<file path="src/rtl/hh_pkg.sv">
// Shared definitions for the Hodgkin-Huxley neuron array.
// Provides the Q-format defaults (FRAC, reversal potentials, conductances,
// thresholds), the sweep FSM state type, and the fixed-point helpers
// sat() and mulq() used by the update datapath.
package hh_pkg;

  localparam int unsigned HH_W       = 16;
  localparam int unsigned HH_FRAC    = 8;
  localparam int unsigned HH_NUM_CH  = 4;
  localparam int unsigned HH_REFRACT = 2;

  localparam int HH_V_REST  = -16640;
  localparam int HH_V_TH    = -14080;
  localparam int HH_V_RESET = -16640;
  localparam int HH_E_NA    = 12800;
  localparam int HH_E_K     = -19712;
  localparam int HH_E_L     = -13926;
  localparam int HH_G_NA    = 8;
  localparam int HH_G_K     = 9;
  localparam int HH_G_L     = 1;

  // Intermediate arithmetic width; wide enough that no sum or product wraps.
  localparam int unsigned WIDE = 64;
  typedef logic signed [WIDE-1:0] wide_t;

  typedef enum logic [1:0] {
    IDLE  = 2'd0,
    SWEEP = 2'd1,
    DRAIN = 2'd2
  } state_t;

  // Clamp a wide signed value to the range of a w-bit signed number.
  function automatic wide_t sat(input wide_t x, input int unsigned w);
    wide_t hi;
    wide_t lo;
    hi = (wide_t'(1) <<< (w - 1)) - wide_t'(1);
    lo = -(wide_t'(1) <<< (w - 1));
    if (x > hi) begin
      return hi;
    end else if (x < lo) begin
      return lo;
    end
    return x;
  endfunction

  // Fixed-point multiply; the arithmetic shift floors toward minus infinity.
  function automatic wide_t mulq(input wide_t a, input wide_t b, input int unsigned frac);
    wide_t p;
    p = a * b;
    return p >>> frac;
  endfunction

endpackage

</file>
<file path="src/rtl/hh_neuron_array_if.sv">
// Step/result bus of the neuron array.
// master side (stimulus generator): step_valid, dt_k, current_in out;
//   step_ready, out_valid, out_ch, out_v, out_spike, step_done in.
// slave side (hh_neuron_array): the reverse.
interface hh_neuron_array_if #(
  parameter int unsigned W      = 16,
  parameter int unsigned NUM_CH = 4
);
  localparam int unsigned CH_W = (NUM_CH > 1) ? $clog2(NUM_CH) : 1;

  logic                     step_valid;
  logic                     step_ready;
  logic signed [W-1:0]      dt_k;
  logic [NUM_CH*W-1:0]      current_in;
  logic                     out_valid;
  logic [CH_W-1:0]          out_ch;
  logic signed [W-1:0]      out_v;
  logic                     out_spike;
  logic                     step_done;

  modport master (
    output step_valid, dt_k, current_in,
    input  step_ready, out_valid, out_ch, out_v, out_spike, step_done
  );

  modport slave (
    input  step_valid, dt_k, current_in,
    output step_ready, out_valid, out_ch, out_v, out_spike, step_done
  );
endinterface

</file>
<file path="src/rtl/hh_update_dp.sv">
// Two-stage fixed-point membrane update shared by all channels.
// Stage 1 registers the channel operands and the three ionic products;
// stage 2 sums, saturates, integrates, applies threshold/refractory and
// registers the result.
// Ports: clk, rst; in_valid/in_ch/in_v/in_refr/in_i/in_dt (operands for one
// channel); out_valid/out_ch/out_v/out_refr/out_spike (written-back result).
module hh_update_dp
  import hh_pkg::*;
#(
  parameter int unsigned W       = HH_W,
  parameter int unsigned FRAC    = HH_FRAC,
  parameter int unsigned CH_W    = 2,
  parameter int unsigned RW      = 2,
  parameter int          V_TH    = HH_V_TH,
  parameter int          V_RESET = HH_V_RESET,
  parameter int          E_NA    = HH_E_NA,
  parameter int          E_K     = HH_E_K,
  parameter int          E_L     = HH_E_L,
  parameter int          G_NA    = HH_G_NA,
  parameter int          G_K     = HH_G_K,
  parameter int          G_L     = HH_G_L,
  parameter int unsigned REFRACT = HH_REFRACT
) (
  input  logic                clk,
  input  logic                rst,
  input  logic                in_valid,
  input  logic [CH_W-1:0]     in_ch,
  input  logic signed [W-1:0] in_v,
  input  logic [RW-1:0]       in_refr,
  input  logic signed [W-1:0] in_i,
  input  logic signed [W-1:0] in_dt,
  output logic                out_valid,
  output logic [CH_W-1:0]     out_ch,
  output logic signed [W-1:0] out_v,
  output logic [RW-1:0]       out_refr,
  output logic                out_spike
);

  localparam logic signed [W-1:0] VTH_W    = W'(V_TH);
  localparam logic signed [W-1:0] VRESET_W = W'(V_RESET);

  wide_t p_na_c, p_k_c, p_l_c;

  logic                s1_valid;
  logic [CH_W-1:0]     s1_ch;
  logic signed [W-1:0] s1_v;
  logic [RW-1:0]       s1_refr;
  logic signed [W-1:0] s1_i;
  logic signed [W-1:0] s1_dt;
  wide_t               s1_p_na, s1_p_k, s1_p_l;

  wide_t               ion_c;
  logic signed [W-1:0] net_c;
  logic signed [W-1:0] v_int_c;
  logic signed [W-1:0] v_new_c;
  logic [RW-1:0]       refr_new_c;
  logic                spike_c;

  // Stage 1 products: g * (V - E) per ionic branch.
  always_comb begin
    p_na_c = mulq(wide_t'(G_NA), wide_t'(in_v) - wide_t'(E_NA), FRAC);
    p_k_c  = mulq(wide_t'(G_K),  wide_t'(in_v) - wide_t'(E_K),  FRAC);
    p_l_c  = mulq(wide_t'(G_L),  wide_t'(in_v) - wide_t'(E_L),  FRAC);
  end

  // Stage 1 register.
  always_ff @(posedge clk or posedge rst) begin
    if (rst) begin
      s1_valid <= 1'b0;
      s1_ch    <= '0;
      s1_v     <= '0;
      s1_refr  <= '0;
      s1_i     <= '0;
      s1_dt    <= '0;
      s1_p_na  <= '0;
      s1_p_k   <= '0;
      s1_p_l   <= '0;
    end else begin
      s1_valid <= in_valid;
      if (in_valid) begin
        s1_ch   <= in_ch;
        s1_v    <= in_v;
        s1_refr <= in_refr;
        s1_i    <= in_i;
        s1_dt   <= in_dt;
        s1_p_na <= p_na_c;
        s1_p_k  <= p_k_c;
        s1_p_l  <= p_l_c;
      end
    end
  end

  // Stage 2: integrate, then refractory hold has priority over threshold.
  always_comb begin
    ion_c      = s1_p_na + s1_p_k + s1_p_l;
    net_c      = W'(sat(wide_t'(s1_i) - ion_c, W));
    v_int_c    = W'(sat(wide_t'(s1_v) + mulq(wide_t'(s1_dt), wide_t'(net_c), FRAC), W));
    v_new_c    = v_int_c;
    refr_new_c = '0;
    spike_c    = 1'b0;
    if (s1_refr != '0) begin
      v_new_c    = VRESET_W;
      refr_new_c = s1_refr - RW'(1);
    end else if (v_int_c >= VTH_W) begin
      v_new_c    = VRESET_W;
      refr_new_c = RW'(REFRACT);
      spike_c    = 1'b1;
    end
  end

  // Stage 2 register; data holds between results, spike is a per-result flag.
  always_ff @(posedge clk or posedge rst) begin
    if (rst) begin
      out_valid <= 1'b0;
      out_ch    <= '0;
      out_v     <= '0;
      out_refr  <= '0;
      out_spike <= 1'b0;
    end else begin
      out_valid <= s1_valid;
      out_spike <= s1_valid & spike_c;
      if (s1_valid) begin
        out_ch   <= s1_ch;
        out_v    <= v_new_c;
        out_refr <= refr_new_c;
      end
    end
  end

endmodule

</file>
<file path="src/rtl/hh_neuron_array.sv">
// Array of NUM_CH linear Hodgkin-Huxley neurons sharing one update datapath.
// Each accepted step captures dt_k and current_in, sweeps every channel
// through hh_update_dp, writes the results back and pulses step_done.
// Ports: clk, rst (async, active-high); bus (hh_neuron_array_if.slave):
// step_valid/step_ready handshake, dt_k, current_in, per-channel result
// out_valid/out_ch/out_v/out_spike, and step_done.
module hh_neuron_array
  import hh_pkg::*;
#(
  parameter int unsigned W       = HH_W,
  parameter int unsigned FRAC    = HH_FRAC,
  parameter int unsigned NUM_CH  = HH_NUM_CH,
  parameter int          V_REST  = HH_V_REST,
  parameter int          V_TH    = HH_V_TH,
  parameter int          V_RESET = HH_V_RESET,
  parameter int          E_NA    = HH_E_NA,
  parameter int          E_K     = HH_E_K,
  parameter int          E_L     = HH_E_L,
  parameter int          G_NA    = HH_G_NA,
  parameter int          G_K     = HH_G_K,
  parameter int          G_L     = HH_G_L,
  parameter int unsigned REFRACT = HH_REFRACT
) (
  input  logic              clk,
  input  logic              rst,
  hh_neuron_array_if.slave  bus
);

  localparam int unsigned CH_W = (NUM_CH > 1) ? $clog2(NUM_CH) : 1;
  localparam int unsigned RW   = (REFRACT > 0) ? $clog2(REFRACT + 1) : 1;
  localparam logic signed [W-1:0] VREST_W = W'(V_REST);

  state_t              state_q, state_d;
  logic [CH_W-1:0]     cnt_q, cnt_d;
  logic                drain_q, drain_d;
  logic                step_ready_q;
  logic                step_done_q, done_d;
  logic                accept_c;
  logic                issue_c;

  logic signed [W-1:0] dt_q;
  logic [NUM_CH*W-1:0] cur_q;

  logic signed [W-1:0] v_mem    [NUM_CH];
  logic [RW-1:0]       refr_mem [NUM_CH];

  logic signed [W-1:0] rd_v_c;
  logic [RW-1:0]       rd_refr_c;
  logic signed [W-1:0] rd_i_c;

  logic                wb_valid;
  logic [CH_W-1:0]     wb_ch;
  logic signed [W-1:0] wb_v;
  logic [RW-1:0]       wb_refr;
  logic                wb_spike;

  // Sweep sequencer: one channel per cycle, then two cycles to empty the pipe.
  always_comb begin
    state_d  = state_q;
    cnt_d    = cnt_q;
    drain_d  = drain_q;
    done_d   = 1'b0;
    accept_c = 1'b0;
    issue_c  = 1'b0;
    case (state_q)
      IDLE: begin
        if (bus.step_valid) begin
          accept_c = 1'b1;
          cnt_d    = '0;
          state_d  = SWEEP;
        end
      end
      SWEEP: begin
        issue_c = 1'b1;
        if (cnt_q == CH_W'(NUM_CH - 1)) begin
          cnt_d   = '0;
          drain_d = 1'b0;
          state_d = DRAIN;
        end else begin
          cnt_d = cnt_q + CH_W'(1);
        end
      end
      DRAIN: begin
        if (drain_q) begin
          drain_d = 1'b0;
          done_d  = 1'b1;
          state_d = IDLE;
        end else begin
          drain_d = 1'b1;
        end
      end
      default: state_d = IDLE;
    endcase
  end

  // Sequencer registers; step_ready mirrors the next state so it is a flop.
  always_ff @(posedge clk or posedge rst) begin
    if (rst) begin
      state_q      <= IDLE;
      cnt_q        <= '0;
      drain_q      <= 1'b0;
      step_ready_q <= 1'b1;
      step_done_q  <= 1'b0;
    end else begin
      state_q      <= state_d;
      cnt_q        <= cnt_d;
      drain_q      <= drain_d;
      step_ready_q <= (state_d == IDLE);
      step_done_q  <= done_d;
    end
  end

  // Step operands are frozen at accept so the source may change mid-sweep.
  always_ff @(posedge clk or posedge rst) begin
    if (rst) begin
      dt_q  <= '0;
      cur_q <= '0;
    end else if (accept_c) begin
      dt_q  <= bus.dt_k;
      cur_q <= bus.current_in;
    end
  end

  // Operand read for the channel being issued.
  always_comb begin
    rd_v_c    = v_mem[cnt_q];
    rd_refr_c = refr_mem[cnt_q];
    rd_i_c    = cur_q[32'(cnt_q) * W +: W];
  end

  hh_update_dp #(
    .W       (W),
    .FRAC    (FRAC),
    .CH_W    (CH_W),
    .RW      (RW),
    .V_TH    (V_TH),
    .V_RESET (V_RESET),
    .E_NA    (E_NA),
    .E_K     (E_K),
    .E_L     (E_L),
    .G_NA    (G_NA),
    .G_K     (G_K),
    .G_L     (G_L),
    .REFRACT (REFRACT)
  ) u_dp (
    .clk       (clk),
    .rst       (rst),
    .in_valid  (issue_c),
    .in_ch     (cnt_q),
    .in_v      (rd_v_c),
    .in_refr   (rd_refr_c),
    .in_i      (rd_i_c),
    .in_dt     (dt_q),
    .out_valid (wb_valid),
    .out_ch    (wb_ch),
    .out_v     (wb_v),
    .out_refr  (wb_refr),
    .out_spike (wb_spike)
  );

  // Per-channel state; the presented result is what gets written back.
  always_ff @(posedge clk or posedge rst) begin
    if (rst) begin
      for (int i = 0; i < int'(NUM_CH); i++) begin
        v_mem[i]    <= VREST_W;
        refr_mem[i] <= '0;
      end
    end else if (wb_valid) begin
      v_mem[wb_ch]    <= wb_v;
      refr_mem[wb_ch] <= wb_refr;
    end
  end

  assign bus.step_ready = step_ready_q;
  assign bus.step_done  = step_done_q;
  assign bus.out_valid  = wb_valid;
  assign bus.out_ch     = wb_ch;
  assign bus.out_v      = wb_v;
  assign bus.out_spike  = wb_spike;

endmodule

</file>
<file path="src/flat_wrapper.sv">
// flat-port wrapper written by rule: the top's interface ports become plain ports
module hh_neuron_array_flat import hh_pkg::*;
#(
  parameter int unsigned W       = HH_W,
  parameter int unsigned FRAC    = HH_FRAC,
  parameter int unsigned NUM_CH  = HH_NUM_CH,
  parameter int          V_REST  = HH_V_REST,
  parameter int          V_TH    = HH_V_TH,
  parameter int          V_RESET = HH_V_RESET,
  parameter int          E_NA    = HH_E_NA,
  parameter int          E_K     = HH_E_K,
  parameter int          E_L     = HH_E_L,
  parameter int          G_NA    = HH_G_NA,
  parameter int          G_K     = HH_G_K,
  parameter int          G_L     = HH_G_L,
  parameter int unsigned REFRACT = HH_REFRACT
)
  (clk, rst, bus_step_valid, bus_dt_k, bus_current_in, bus_step_ready, bus_out_valid, bus_out_ch, bus_out_v, bus_out_spike, bus_step_done);
  hh_neuron_array_if #(.W(W), .NUM_CH(NUM_CH)) bus_i ();
  input  logic clk;
  input  logic rst;
  input wire logic [$bits(bus_i.step_valid)-1:0] bus_step_valid;
  input wire logic [$bits(bus_i.dt_k)-1:0] bus_dt_k;
  input wire logic [$bits(bus_i.current_in)-1:0] bus_current_in;
  output wire logic [$bits(bus_i.step_ready)-1:0] bus_step_ready;
  output wire logic [$bits(bus_i.out_valid)-1:0] bus_out_valid;
  output wire logic [$bits(bus_i.out_ch)-1:0] bus_out_ch;
  output wire logic [$bits(bus_i.out_v)-1:0] bus_out_v;
  output wire logic [$bits(bus_i.out_spike)-1:0] bus_out_spike;
  output wire logic [$bits(bus_i.step_done)-1:0] bus_step_done;
  assign bus_i.step_valid = bus_step_valid;
  assign bus_i.dt_k = bus_dt_k;
  assign bus_i.current_in = bus_current_in;
  assign bus_step_ready = bus_i.step_ready;
  assign bus_out_valid = bus_i.out_valid;
  assign bus_out_ch = bus_i.out_ch;
  assign bus_out_v = bus_i.out_v;
  assign bus_out_spike = bus_i.out_spike;
  assign bus_step_done = bus_i.step_done;
  hh_neuron_array #(.W(W), .FRAC(FRAC), .NUM_CH(NUM_CH), .V_REST(V_REST), .V_TH(V_TH), .V_RESET(V_RESET), .E_NA(E_NA), .E_K(E_K), .E_L(E_L), .G_NA(G_NA), .G_K(G_K), .G_L(G_L), .REFRACT(REFRACT)) u_core (.clk(clk), .rst(rst), .bus(bus_i));
endmodule
</file>
<file path="config.mk">
export PLATFORM = sky130hd
export DESIGN_NAME = hh_neuron_array_flat
export DESIGN_NICKNAME = d
export VERILOG_FILES = /design/src/rtl/hh_pkg.sv /design/src/rtl/hh_neuron_array_if.sv /design/src/rtl/hh_update_dp.sv /design/src/rtl/hh_neuron_array.sv /design/src/flat_wrapper.sv
export SDC_FILE = /design/constraint.sdc
export NUM_CORES = 1
export LEC_CHECK = 0
export ABC_AREA = 0
export BUFFER_PORTS_ARGS = -buffer_cell sky130_fd_sc_hd__buf_2
export CAP_MARGIN = 20
export CORE_ASPECT_RATIO = 1.2
export CORE_MARGIN = 2
export CORE_UTILIZATION = 60
export CTS_CLUSTER_DIAMETER = 150
export DETAILED_ROUTE_END_ITERATION = 16
export GPL_TIMING_DRIVEN = 0
export PLACE_DENSITY = 0.9
export SYNTH_ARGS = -nofsm -noshare
export SYNTH_HDL_FRONTEND = slang
export SYNTH_HIERARCHICAL = 1
export SYNTH_SLANG_ARGS = --single-unit
export TNS_END_PERCENT = 1
</file>
<file path="constraint.sdc">
create_clock -name clk -period 23.7 [get_ports clk]
set_input_delay 0 -clock clk [delete_from_list [all_inputs] [get_ports clk]]
set_output_delay 0 -clock clk [all_outputs]
set_load 0.01 [all_outputs]
</file>
Yosys cells after proc, flatten, opt, wreduce, memory -nomap -nowiden
Index checks and enable logic that the tools add are counted.
Widths: inputs -> output; s select.

operators by class
  $add $sub $neg = 9
  $mul = 2
  magnitude comparators = 8
  equality and inequality tests = 5
  shift operators = 1
  mux-type cells = 43
  bitwise logic cells = 3
  reduce and logical (&&, ||, !) cells = 8

operators by type and width
  cell                    number
  $mux 16                 11
  $bwmux 64               1
  $shiftx 64x7->16        1
  $sub 16x15->17 const B  2
  $bmux 16 s2             1
  $demux 16 s2            1
  $mul 16x16->32          1
  $add 16x24->25          1
  $gt 25x16->1 const B    1
  $lt 25x16->1 const B    1
  $mul 5x17->22 const A   1
  $mux 2                  10
  $gt 17x16->1 const B    1
  $lt 17x16->1 const B    1
  $sub 16x16->17          1
  $sub 16x16->17 const B  1
  $add 15x9->16           1
  $ge 16x15->1 const B    1
  $add 12x14->15          1
  $mux 1                  13
  $bwmux 8                1
  $ge 3x3->1 const B      2
  $not 2->3               2
  $pmux 2 s3              1
  16 further kinds        21

word-level totals
  bits in registers = 269
  input bits = 83
  word-level logic and storage cells = 108

Longest topological paths before layout
  word-level depth = 17
  depth in mapped cells = 52

Hierarchy
The synthesis kept the hierarchy.

by module, submodules not included
  module           times used  cells each  area an instance (um^2)  seq. area each (um^2)
  hh_update_dp     1           1986        18128.6                  2652.5
  hh_neuron_array  1           390         6874.1                   4015.1

Least setup slack after synthesis
Ideal clock, no wire load.

  path kind = reg-to-reg
  from = register u_core.u_dp.s1_p_k[0]
  to = register u_core.u_dp.out_v[6]
  setup time = 0.090 ns
  arrival = 11.593 ns
  setup slack = 12.018 ns
  cell stages (with the launch flop) = 45
  buffers on the path = 2
  clock period less this slack = 11.682 ns
  path through = dfrtp_1 -> ha_1 -> fa_1 -> fa_1 -> inv_1 -> fa_1 -> a211oi_1 -> o21ai_1 -> nand2_1 -> o31ai_1 -> xor2_1 -> inv_2 -> nor2_2 -> o21ai_0 -> clkbuf_1 -> and2_1 -> fa_1 -> inv_1 -> [9 not listed] -> inv_1 -> ha_1 -> nand3_1 -> or3_1 -> o211ai_1 -> xor2_1 -> ha_1 -> a21o_1 -> a32oi_1 -> o221ai_1 -> a2111oi_0 -> and3_1 -> nand4_1 -> a2111oi_2 -> o2111ai_2 -> or2_1 -> buf_6 -> o31ai_4

on the way
  cells in the longest elaborated chain, start to end = 16

ends and longest elaborated chain
  item                    line                 text
  from (decl)             hh_update_dp.sv:50   wide_t s1_p_na, s1_p_k, s1_p_l;
  from (signal assigned)  hh_update_dp.sv:87   s1_p_k <= p_k_c;
  $add 12x14->15 (*)      hh_update_dp.sv:95   ion_c = s1_p_na + s1_p_k + s1_p_l;
  $add 15x9->16 (*)       hh_update_dp.sv:95
  $sub 16x16->17 (*)      hh_update_dp.sv:96   net_c = W'(sat(wide_t'(s1_i) - ion_c, W));
  $lt 17x16->1            hh_pkg.sv:40         end else if (x < lo) begin
  $mux 1                  hh_pkg.sv:40
  $mux 1                  hh_pkg.sv:38         if (x > hi) begin
  $mux 16 (*)             hh_pkg.sv:43         return x;
  $mul 16x16->32 (*)      hh_pkg.sv:49         p = a * b;
  $add 16x24->25 (*)      hh_update_dp.sv:97   v_int_c = W'(sat(wide_t'(s1_v) + mulq(wide_t'(s1_dt), wide_t'(net_c), FRAC), W));
  $lt 25x16->1            hh_pkg.sv:40
  $mux 1                  hh_pkg.sv:40
  $mux 1                  hh_pkg.sv:38
  $mux 16 (*)             hh_pkg.sv:43
  $ge 16x15->1            hh_update_dp.sv:104  end else if (v_int_c >= VTH_W) begin
  $mux 16 (*)             hh_update_dp.sv:104
  $mux 16 (*)             hh_update_dp.sv:101  if (s1_refr != '0) begin
  to (signal assigned)    hh_update_dp.sv:124  out_v <= v_new_c;
  to (decl)               hh_update_dp.sv:34   output logic signed [W-1:0] out_v,

Mark *: on every way between the ends. The rest lies on a longest branch, timed or not.
A chain may end at the register's enable or synchronous reset.

Worst setup path in the final report
  from = register u_core.u_dp.s1_v[7]
  to = register u_core.u_dp.out_v[2]

on the way
  cells in the longest elaborated chain, start to end = 8

ends and longest elaborated chain
  item                    line                 text
  from (decl)             hh_update_dp.sv:46   logic signed [W-1:0] s1_v;
  from (signal assigned)  hh_update_dp.sv:82   s1_v <= in_v;
  $add 16x24->25 (*)      hh_update_dp.sv:97
  $lt 25x16->1            hh_pkg.sv:40
  $mux 1                  hh_pkg.sv:40
  $mux 1                  hh_pkg.sv:38
  $mux 16 (*)             hh_pkg.sv:43
  $ge 16x15->1            hh_update_dp.sv:104
  $mux 16 (*)             hh_update_dp.sv:104
  $mux 16 (*)             hh_update_dp.sv:101

Marked as above.

==> impl_metrics.env <==
export IMPL_setup_viol=0
export IMPL_path_max_fanout=10
export IMPL_synth_xor_area_share_pct=3.01
export IMPL_ff2ff_setup_slack_ns=9.75
export IMPL_maxSlewHeadroom_pct=28.0
export IMPL_synth_top_family_by_area="adder cells"
export IMPL_cp_end_kind="flip-flop"
export IMPL_yosys_warnings=6
export IMPL_synth_area_top_cells="dfrtp_1 24%, fa_1 23%, mux2_2 8.7%, ha_1 7.9%, inv_1 6.6%"
export IMPL_critPathArrivalTime_ns=14.39
export IMPL_drtAntennaViolNets=0
export IMPL_drc=0
export IMPL_drtIter0Drc=2315
export IMPL_grt_ovfl_total=0
export IMPL_ctsLongestPathBuffers=3
export IMPL_cts_resized=0
export IMPL_finalHoldViolCount=0
export IMPL_grt_pass1_vias=22002
export IMPL_worstRegToRegCells=47
export IMPL_status="completed"
export IMPL_post_cts_repair_setup_buffers=0
export IMPL_crit_top_cell="fa_1"
export IMPL_clock_skew_ns=0.0253
export IMPL_rsz0062_at_grt="no"
export IMPL_cts_sinks=265
export IMPL_place_congestion=0.962
export IMPL_cts_inserted_buffers=25
export IMPL_reg2reg_from="u_core/u_dp/s1_v[7]"
export IMPL_max_freq_ghz=0.0717
export IMPL_critical_path_class="flip-flop to flip-flop"
export IMPL_cp_startpoint="u_core/u_dp/s1_v[7]"
export IMPL_placedInstanceArea_sq_mm=0.0263
export IMPL_dp_hpwl_um=50200
export IMPL_synth_edff_count=0
export IMPL_yosysTopAreaCellShare_pct=23.6
export IMPL_cts_root_buffer="clkbuf_16"
export IMPL_critical_path_slowest_cell="a21oi_1"
export IMPL_synth_fa_ha_area_share_pct=31.5
export IMPL_synth_net_count=2910
export IMPL_viasPerCell=6.36
export IMPL_fp_dieH_um=228
export IMPL_hp_class="primary input to asynchronous set/reset pin"
export IMPL_fin_area_sq_mm=0.0279
export IMPL_clk_latency_ns=0.56
export IMPL_dr_pass1_iters=6
export IMPL_netlist_instances=2376
export IMPL_synth_flop_cell="dfrtp_1"
export IMPL_start_kind="flip-flop"
export IMPL_start_util_pct=61.1
export IMPL_setup_tns_ns=0
export IMPL_fp_row_count=81
export IMPL_synthDistinctLibCells=84
export IMPL_wl_um=77800
export IMPL_min_period_ns=13.95
export IMPL_synth_compound_area_share_pct=8.06
export IMPL_htree_levels=1
export IMPL_async_flop_share_pct=100
export IMPL_routedWlPerCell_um=24.7
export IMPL_yosysSeqAreaShare_pct=26.7
export IMPL_ioPinCount=105
export IMPL_layout_drive_gt1_share_pct=17.8
export IMPL_synth_mux_area_fraction_pct=11.9
export IMPL_ys_ff_latch=265
export IMPL_endpoint="u_core/u_dp/out_v[2]"
export IMPL_netlist_top_cell_by_area="dfrtp_1"
export IMPL_drv_slew=0
export IMPL_worstMarginPinSlew_ns=1.08
export IMPL_antenna_found_initial=6
export IMPL_die_w_um=190
export IMPL_r2r_end="u_core/u_dp/out_v[2]"
export IMPL_via_count=20060
export IMPL_die_area_sq_mm=0.0433
export IMPL_core_sq_mm=0.0409
export IMPL_finalCritPeriodShare_pct=58.9
export IMPL_syn_area_sq_mm=0.0250
export IMPL_layout_nets=3126
export IMPL_synth_simple_gate_area_share_pct=10.3
export IMPL_cts_tree="built"
export IMPL_port_buffers=104
export IMPL_areaGrowthSynthToFinish_pct=11.6
export IMPL_grt_use_total_pct=37.1
export IMPL_layout_commonest_cell="inv_1"
export IMPL_maxCapViolCount=0
export IMPL_clk_pin_slew_ns=0.08
export IMPL_slowest_delay_ns=0.83
export IMPL_critPathRequiredTime_ns=24.13
export IMPL_grt_first_pass_wirelength_um=122000
export IMPL_grt_max_degree=87
export IMPL_avgSynthCellArea_sq_um=10.5
export IMPL_final_cell_mix="435 x inv_1, 293 x fa_1, 236 x dfrtp_1, 194 x mux2_2, 179 x nand2_1"
-- layer usage --
metal	wire length, um	GRT usage, %	share of wire [%]
met1	24900	39.6	32
met2	37800	63.0	49
met3	7220	9.73	9.3
met4	7900	29.0	10
met5	41	0	0.053
-- logic make-up after synthesis --
group,count (synthesis)
and+or+nand+nor,508
xor gates and xnor gates,86
AOI/OAI and AO/OA,301
buffers and inverters,531
adders and majority gates,454
DFF,265
muxes,231
-- worst min-delay path by stage --
stage | slack (ns) | to | cells past startpoint
after floorplan | 0.14 | u_core/state_q[0] | 2
after global placement | 0.23 | u_core/dt_q[2] | 2
after detailed placement | 0.16 | u_core/u_dp/out_ch[0] | 2
after CTS | 0.15 | u_core/u_dp/s1_valid | 3
after global routing | 0.17 | u_core/u_dp/s1_ch[0] | 3
final | 0.16 | u_core/u_dp/out_valid | 3
-- synthesized netlist by cell type, types with 14 or more instances --
master    count
a21o_1       37
a21oi_1      72
and2_1      143
clkbuf_1     60
dfrtp_1     236
dfstp_2      29
fa_1        293
ha_1        158
inv_1       437
mux2_2      194
mux4_2       34
nand2_1     179
nand2b_1     19
nand3_1      14
nand4_1      14
nor2_1       63
nor2b_1      15
nor3_1       17
o21ai_0      58
o22ai_1      17
xnor2_1      62
xor2_1       24
-- per-stage QoR --
step,std cells,setup WS (ns),utilization (%),hold WS [ns]
after floorplan,2376,12.02,-,0.144
after global placement,3019,9.60,64.0,0.232
after detailed placement,3022,10.11,64.2,0.155
after CTS,3150,10.04,68.2,0.146
after global routing,3152,9.05,68.2,0.168
final,3152,9.75,68.2,0.157
-- area by class of cell --
type,count,area [sq um]
plain buffers,93,492
diodes,2,5.00
clock buffers,37,751
fillers,2712,13000
repair buffers,189,1410
multi-input cells,1580,16200
well taps,539,674
flip-flops and latches,265,6670
clock inverters,9,62.6
inverters,438,1650
-- critical path, delay by kind of cell (launching register included) --
family                   cells  cell delay, ns
AO/OA/AOI/OAI               16            4.97
XOR/XNOR                     1            0.30
adder cells (fa/ha/maj)     11            5.20
AND/OR/NAND/NOR              9            1.57
buffers and inverters       10            1.38
flip-flops                   1            0.37
-- timing repair --
action / in CTS / in global routing
hold buffers: 82 / 0
setup endpoints to repair: 0 / 0
hold endpoints to repair: 201 / 0
-- flip-flops by register name, summed over array words and instances, names as in the netlist, 2 cells and up --
name / count
u_core/u_dp/out_refr: 2
u_core/v_mem: 64
u_core/cnt_q: 2
u_core/u_dp/out_ch: 2
u_core/cur_q: 64
u_core/u_dp/s1_dt: 16
u_core/state_q: 2
u_core/u_dp/s1_v: 16
u_core/dt_q: 16
u_core/u_dp/s1_refr: 2
u_core/u_dp/out_v: 16
u_core/u_dp/s1_ch: 2
u_core/u_dp/s1_p_na: 8
u_core/refr_mem: 8
u_core/u_dp/s1_p_l: 9
u_core/u_dp/s1_i: 16
u_core/u_dp/s1_p_k: 14
Power is left out: the tool's default activity adds up to more than one toggle a clock period on the data nets, which glitch-free logic cannot reach.
